$ cat src/rtl/apb_master_ctrl_pkg.sv
// Shared types for the APB4 requester: FSM state encoding and the buffered command record.
// The address/data widths below are the default widths of apb_master_ctrl.
package apb_master_ctrl_pkg;

  localparam int APB_ADDR_WIDTH = 32;
  localparam int APB_DATA_WIDTH = 32;
  localparam int APB_STRB_WIDTH = APB_DATA_WIDTH / 8;

  typedef enum logic [1:0] {
    IDLE,
    SETUP,
    ACCESS
  } apb_state_e;

  typedef struct packed {
    logic                      write;
    logic [APB_ADDR_WIDTH-1:0] addr;
    logic [APB_DATA_WIDTH-1:0] wdata;
    logic [APB_STRB_WIDTH-1:0] strb;
  } apb_cmd_t;

endpackage

$ cat src/rtl/apb_cmd_fifo.sv
// Synchronous command FIFO with a first-word-fall-through read port.
// Pointers wrap at DEPTH (a power of two); count spans 0..DEPTH.
module apb_cmd_fifo
  import apb_master_ctrl_pkg::*;
#(
  parameter type entry_t = apb_cmd_t,
  parameter int  DEPTH   = 4,
  localparam int PTR_W   = $clog2(DEPTH),
  localparam int CNT_W   = $clog2(DEPTH + 1)
) (
  input  logic             clk,
  input  logic             rst,
  input  logic             push,
  input  entry_t           wdata,
  input  logic             pop,
  output entry_t           rdata,
  output logic             full,
  output logic             empty,
  output logic [CNT_W-1:0] count
);

  logic [PTR_W-1:0] wr_ptr_q, wr_ptr_d;
  logic [PTR_W-1:0] rd_ptr_q, rd_ptr_d;
  logic [CNT_W-1:0] count_q, count_d;
  logic             do_push, do_pop;
  entry_t           mem_q [DEPTH];

  assign full  = (count_q == CNT_W'(DEPTH));
  assign empty = (count_q == '0);
  assign count = count_q;
  assign rdata = mem_q[rd_ptr_q];

  // NOTE: every variable gets a value before any branch, so no latch can be inferred.
  always_comb begin
    do_push  = push && !full;
    do_pop   = pop && !empty;
    wr_ptr_d = wr_ptr_q + PTR_W'(do_push);
    rd_ptr_d = rd_ptr_q + PTR_W'(do_pop);
    count_d  = count_q + CNT_W'(do_push) - CNT_W'(do_pop);
  end

  // NOTE: non-blocking assignments so every flop samples pre-edge values regardless of block order.
  always_ff @(posedge clk or posedge rst) begin
    if (rst) begin
      wr_ptr_q <= '0;
      rd_ptr_q <= '0;
      count_q  <= '0;
    end else begin
      wr_ptr_q <= wr_ptr_d;
      rd_ptr_q <= rd_ptr_d;
      count_q  <= count_d;
    end
  end

  // NOTE: storage is not reset; an entry is only read after it was written, so the reset pointers suffice.
  always_ff @(posedge clk) begin
    if (do_push) mem_q[wr_ptr_q] <= wdata;
  end

endmodule

$ cat src/rtl/apb_master_ctrl.sv
// APB4 requester: buffers valid/ready commands and runs IDLE/SETUP/ACCESS with one response per command.
// Optional build macro APB_TIMEOUT_EN aborts an ACCESS phase after TIMEOUT_CYCLES wait states.
module apb_master_ctrl #(
  parameter int APB_ADDR_WIDTH = apb_master_ctrl_pkg::APB_ADDR_WIDTH,
  parameter int APB_DATA_WIDTH = apb_master_ctrl_pkg::APB_DATA_WIDTH,
  parameter int CMD_DEPTH      = 4,
  parameter int TIMEOUT_CYCLES = 16
) (
  input  logic                        apbClk,
  input  logic                        rst,
  input  logic                        cmdValid,
  output logic                        cmdReady,
  input  logic                        cmdWrite,
  input  logic [APB_ADDR_WIDTH-1:0]   cmdAddr,
  input  logic [APB_DATA_WIDTH-1:0]   cmdWdata,
  input  logic [APB_DATA_WIDTH/8-1:0] cmdStrb,
  output logic                        rspValid,
  output logic [APB_DATA_WIDTH-1:0]   rspRdata,
  output logic                        rspErr,
  output logic                        PSEL,
  output logic                        PENABLE,
  output logic                        PWRITE,
  output logic [APB_ADDR_WIDTH-1:0]   PADDR,
  output logic [APB_DATA_WIDTH-1:0]   PWDATA,
  output logic [APB_DATA_WIDTH/8-1:0] PSTRB,
  input  logic [APB_DATA_WIDTH-1:0]   PRDATA,
  input  logic                        PREADY,
  input  logic                        PSLVERR
);

  import apb_master_ctrl_pkg::*;

  localparam int STRB_W = APB_DATA_WIDTH / 8;
  localparam int CNT_W  = $clog2(CMD_DEPTH + 1);

  typedef struct packed {
    logic                      write;
    logic [APB_ADDR_WIDTH-1:0] addr;
    logic [APB_DATA_WIDTH-1:0] wdata;
    logic [STRB_W-1:0]         strb;
  } cmd_t;

  apb_state_e                state_q, state_d;
  logic                      psel_q, psel_d;
  logic                      penable_q, penable_d;
  logic                      pwrite_q, pwrite_d;
  logic [APB_ADDR_WIDTH-1:0] paddr_q, paddr_d;
  logic [APB_DATA_WIDTH-1:0] pwdata_q, pwdata_d;
  logic [STRB_W-1:0]         pstrb_q, pstrb_d;
  logic                      rsp_valid_q, rsp_valid_d;
  logic [APB_DATA_WIDTH-1:0] rsp_rdata_q, rsp_rdata_d;
  logic                      rsp_err_q, rsp_err_d;
  logic                      cmd_ready_q, cmd_ready_d;

  logic             push, pop, fifo_full, fifo_empty, xfer_done;
  logic [CNT_W-1:0] fifo_count, count_nxt;
  cmd_t             fifo_wdata, fifo_rdata;

`ifdef APB_TIMEOUT_EN
  localparam int TO_W = $clog2(TIMEOUT_CYCLES + 1);
  logic [TO_W-1:0] to_cnt_q, to_cnt_d;
`endif

  assign fifo_wdata = '{write: cmdWrite, addr: cmdAddr, wdata: cmdWdata, strb: cmdStrb};

  apb_cmd_fifo #(
    .entry_t (cmd_t),
    .DEPTH   (CMD_DEPTH)
  ) u_cmd_fifo (
    .clk   (apbClk),
    .rst   (rst),
    .push  (push),
    .wdata (fifo_wdata),
    .pop   (pop),
    .rdata (fifo_rdata),
    .full  (fifo_full),
    .empty (fifo_empty),
    .count (fifo_count)
  );

  always_comb begin
    state_d     = state_q;
    psel_d      = psel_q;
    penable_d   = penable_q;
    pwrite_d    = pwrite_q;
    paddr_d     = paddr_q;
    pwdata_d    = pwdata_q;
    pstrb_d     = pstrb_q;
    rsp_valid_d = 1'b0;
    rsp_rdata_d = rsp_rdata_q;
    rsp_err_d   = rsp_err_q;
    pop         = 1'b0;
    xfer_done   = psel_q && penable_q && PREADY;
`ifdef APB_TIMEOUT_EN
    to_cnt_d    = to_cnt_q;
`endif

    case (state_q)
      IDLE: begin
        if (!fifo_empty) begin
          pop       = 1'b1;
          psel_d    = 1'b1;
          penable_d = 1'b0;
          state_d   = SETUP;
        end
      end
      SETUP: begin
        penable_d = 1'b1;
        state_d   = ACCESS;
`ifdef APB_TIMEOUT_EN
        to_cnt_d  = '0;
`endif
      end
      ACCESS: begin
        if (xfer_done) begin
          rsp_valid_d = 1'b1;
          rsp_err_d   = PSLVERR;
          rsp_rdata_d = (pwrite_q || PSLVERR) ? '0 : PRDATA;
          penable_d   = 1'b0;
          if (!fifo_empty) begin
            pop     = 1'b1;
            state_d = SETUP;
          end else begin
            psel_d   = 1'b0;
            pwrite_d = 1'b0;
            pstrb_d  = '0;
            state_d  = IDLE;
          end
        end
`ifdef APB_TIMEOUT_EN
        else begin
          to_cnt_d = to_cnt_q + 1'b1;
          // A stuck completer: abort with an error response; any queued work restarts from IDLE.
          if (to_cnt_d == TO_W'(TIMEOUT_CYCLES)) begin
            rsp_valid_d = 1'b1;
            rsp_err_d   = 1'b1;
            rsp_rdata_d = '0;
            psel_d      = 1'b0;
            penable_d   = 1'b0;
            pwrite_d    = 1'b0;
            pstrb_d     = '0;
            state_d     = IDLE;
          end
        end
`endif
      end
      default: state_d = IDLE;
    endcase

    // Any pop launches the popped command into SETUP; reads never drive byte strobes.
    if (pop) begin
      pwrite_d = fifo_rdata.write;
      paddr_d  = fifo_rdata.addr;
      pwdata_d = fifo_rdata.wdata;
      pstrb_d  = fifo_rdata.write ? fifo_rdata.strb : '0;
    end

    push        = cmdValid && cmd_ready_q && !fifo_full;
    count_nxt   = fifo_count + CNT_W'(push) - CNT_W'(pop);
    cmd_ready_d = (count_nxt != CNT_W'(CMD_DEPTH));
  end

  always_ff @(posedge apbClk or posedge rst) begin
    if (rst) begin
      state_q     <= IDLE;
      psel_q      <= 1'b0;
      penable_q   <= 1'b0;
      pwrite_q    <= 1'b0;
      paddr_q     <= '0;
      pwdata_q    <= '0;
      pstrb_q     <= '0;
      rsp_valid_q <= 1'b0;
      rsp_rdata_q <= '0;
      rsp_err_q   <= 1'b0;
      cmd_ready_q <= 1'b0;
`ifdef APB_TIMEOUT_EN
      to_cnt_q    <= '0;
`endif
    end else begin
      state_q     <= state_d;
      psel_q      <= psel_d;
      penable_q   <= penable_d;
      pwrite_q    <= pwrite_d;
      paddr_q     <= paddr_d;
      pwdata_q    <= pwdata_d;
      pstrb_q     <= pstrb_d;
      rsp_valid_q <= rsp_valid_d;
      rsp_rdata_q <= rsp_rdata_d;
      rsp_err_q   <= rsp_err_d;
      cmd_ready_q <= cmd_ready_d;
`ifdef APB_TIMEOUT_EN
      to_cnt_q    <= to_cnt_d;
`endif
    end
  end

  assign cmdReady = cmd_ready_q;
  assign rspValid = rsp_valid_q;
  assign rspRdata = rsp_rdata_q;
  assign rspErr   = rsp_err_q;
  assign PSEL     = psel_q;
  assign PENABLE  = penable_q;
  assign PWRITE   = pwrite_q;
  assign PADDR    = paddr_q;
  assign PWDATA   = pwdata_q;
  assign PSTRB    = pstrb_q;

endmodule

$ cat config.mk
export PLATFORM = sky130hd
export DESIGN_NAME = apb_master_ctrl
export DESIGN_NICKNAME = d
export VERILOG_FILES = /design/src/rtl/apb_master_ctrl_pkg.sv /design/src/rtl/apb_cmd_fifo.sv /design/src/rtl/apb_master_ctrl.sv
export SDC_FILE = /design/constraint.sdc
export NUM_CORES = 1
export LEC_CHECK = 0
export CORE_MARGIN = 4
export CORE_UTILIZATION = 25
export DETAILED_ROUTE_END_ITERATION = 10
export SKIP_CTS_REPAIR_TIMING = 1
export SLEW_MARGIN = 20
export SYNTH_ARGS = -nofsm -noshare
export SYNTH_HDL_FRONTEND = slang
export SYNTH_SLANG_ARGS = --single-unit
$ cat constraint.sdc
create_clock -name apbClk -period 15.6 [get_ports apbClk]
set_input_delay 3.12 -clock apbClk [delete_from_list [all_inputs] [get_ports apbClk]]
set_output_delay 3.12 -clock apbClk [all_outputs]
set_load 0.01 [all_outputs]
==> impl_metrics.toml <==
[pwr]
peakVddDrop_uv = 116.8
power.total_w = 0.003750
leakage_nw = 6.609
p_per_area_nw_per_um2 = 197.9

[yosys]
ys_seq_area_share_pct = 76.67
synth_area_per_cell_um2 = 20.34
synth.area.top_cells = "edfxtp_1 (57%), dfrtp_1 (20%), mux4_2 (11%), mux2_2 (4.6%), nand4_1 (1.4%)"
syn-cell-area_um2 = 14560
synth_ff_type = "edfxtp_1"
ys_ff_latch = 391
async_flop_share_pct = 29.41
synth_edf_count = 276
synth_top_area_share_pct = 56.91
synth_warnings = 0
yosysTopAreaCell = "edfxtp_1"
synthesis.nets = 828
syn_inst = 716
ys_types = 33

[worst_setup_path]
end_kind = "flop"
startpoint_type = "input port"
crit_chain = "clkdlybuf4s50_1 > nand3_4 > a211oi_4 > buf_6 > xnor2_1 > ha_1 > fa_1 > xnor2_1"
cp.required_ns = 16.02
crit_type = "input port to flop"
worstPathMaxFanout = 72
cp_slowest_cell = "buf_6"
slowest_delay_ns = 0.63
cp.arrival_ns = 5.90
cpMostUsedCell = "xnor2_1"

[timing]
grt_setup_unrepaired = "no"
max_slew_margin_pct = 28.36
min_period_ns = 5.477
whs_ns = 0.4812
finalCritPeriodShare_pct = 35.11
skew_ns = 0.01543
worst_pin_slew_ns = 1.075
finalSetupViolCount = 0
max_freq_mhz = 182.6
setup_tns_ns = 0
setup_ws_ns = 10.12
slew_viol_final = 0
hold_viol = 0

[placed_design]
gp_congestion = 0.7387
portBuffers = 211
place_ws_ns = 9.278
post-dp-hpwl_mm = 19.98

[job]
maxCapViolCount = 0

[clock_network]
clk_path_buf_depth = 3
tritoncts = "yes"
cts_buffers = 43
cts_root_buffer = "clkbuf_16"
htree_num_levels = 2
cts_sinks = 391
clkLatencyLatePin_ns = 0.55
path_clk_slew_ns = 0.06

[global_routing]
grt_pass1_wl_mm = 51.11
grt_pass1_vias = 8124
grt-ovfl-total = 0
antenna_found_initial = 3
grt.total_usage_pct = 10.57
grt_max_degree = 73

[drt]
drt_iter0_markers = 526
drcViolationCount = 0
vias = 7505
viasPerCell = 4.308
drt_pass1_iterations = 4
antenna_left = 0
wirelength_mm = 33.06
routedWlPerCell_um = 18.98

[finish]
areaGrowthSynthToFinish_pct = 30.12
drive_gt1_share_pct = 22.54
utilization_pct = 32.85
final_common_cell = "edfxtp_1"
nets = 1055
most-common-layout-cells = "edfxtp_1 (276), clkdlybuf4s50_1 (211), dfrtp_1 (113), mux4_2 (69), mux2_2 (59)"

[floorplanning]
ios = 212
initial_core_util_pct = 25.24
die_w_um = 249.4
die_y_um = 249.4
dieArea_um2 = 62180
core_um2 = 57700
rows = 88

[run_status]
status = "finished, final reports clean"

[worst_hold_path]
hold_path_class = "flop to flop"
[report_power, final]
part,leakage [nW],total (W),internal [W],switching [W]
Combinational,2.00,0.00119,0.000632,0.000553
Sequential,3.92,0.00157,0.00142,0.000151
Clock,0.681,0.000993,0.000583,0.000411
[final cells by class]
cell class                      count  area [um^2]
Antenna cell                        1        2.502
Clock inverter                     24        217.7
Sequential cell                   391        11170
Tap cell                          765        957.2
Fill cell                        5538        38740
Inverter                           10        42.54
Timing Repair Buffer              223         2210
Clock buffer                       54         1167
Multi-Input combinational cell    274         3181
[final timing paths]
kind | startpoint | cells after the start | end | slack, ns
min in group asynchronous | rst | 2 | PADDR[12]$_DFFE_PP0P_ | 2.99
setup / recovery | PREADY | 8 | u_cmd_fifo.count[2]$_DFF_PP0_ | 10.12
max in group asynchronous | rst | 3 | u_cmd_fifo.rd_ptr_q[1]$_DFF_PP0_ | 11.50
hold / removal | PADDR[14]$_DFFE_PP0P_ | 1 | PADDR[14]$_DFFE_PP0P_ | 0.48
setup reg to reg | PSEL$_DFFE_PP0P_ | 7 | u_cmd_fifo.count[2]$_DFF_PP0_ | 12.73
hold reg to reg | PADDR[14]$_DFFE_PP0P_ | 1 | PADDR[14]$_DFFE_PP0P_ | 0.48
[critical path, delay by kind of cell]
family | cells | cell delay, ns
xor+xnor | 2 | 0.28
fa+ha+maj | 2 | 0.65
buf+inv | 2 | 1.15
compound gates | 1 | 0.37
simple gates | 1 | 0.31
[layer usage]
layer  share of wire [%]  global-route usage (%)  vias to the layer above
li1                    -                       -                     3303
met1                  44                   14.45                     3892
met2                  46                   16.37                      247
met3                 7.1                   3.017                       59
met4                 2.3                   3.379                        4
met5               0.064                       0                        -
[cell families after synthesis]
kind of cell,synth area share (%)
DFF,76.67
muxes,15.70
and+or+nand+nor,2.930
buffers and inverters,1.735
AOI/OAI and AO/OA,1.933
xor gates and xnor gates,0.4210
adders and majority gates,0.6186
[cell usage after synthesis, drive strengths merged (2+ instances only)]
cell	instances
a211oi	2
a21oi	3
a32o	4
and3	2
buf	14
clkbuf	27
dfrtp	115
edfxtp	276
fa	2
ha	4
inv	10
mux2	65
mux4	69
nand2	34
nand4	32
nor2	3
nor2b	2
nor3	2
nor3b	2
o21ai	33
xnor2	3
xor2	4
[registers in the layout (all words and copies together) (netlist names)]
name and cells:
rspErr 1, u_cmd_fifo.wr_ptr_q 2, PWDATA 32, rspRdata 32
PADDR 32, u_cmd_fifo.mem_q 276, rspValid 1, PSTRB 4
state_q 2, PSEL 1, PWRITE 1, u_cmd_fifo.rd_ptr_q 2
u_cmd_fifo.count 3, cmdReady 1, PENABLE 1
[per-stage QoR]
step                instances  cell area [um^2]
global placement         1663             17550
global route             1741             18950
CTS                      1741             18940
detailed placement       1663             17560
finish                   1742             18950
floorplan                 716             14560
Power figures use the tool's default switching activity.
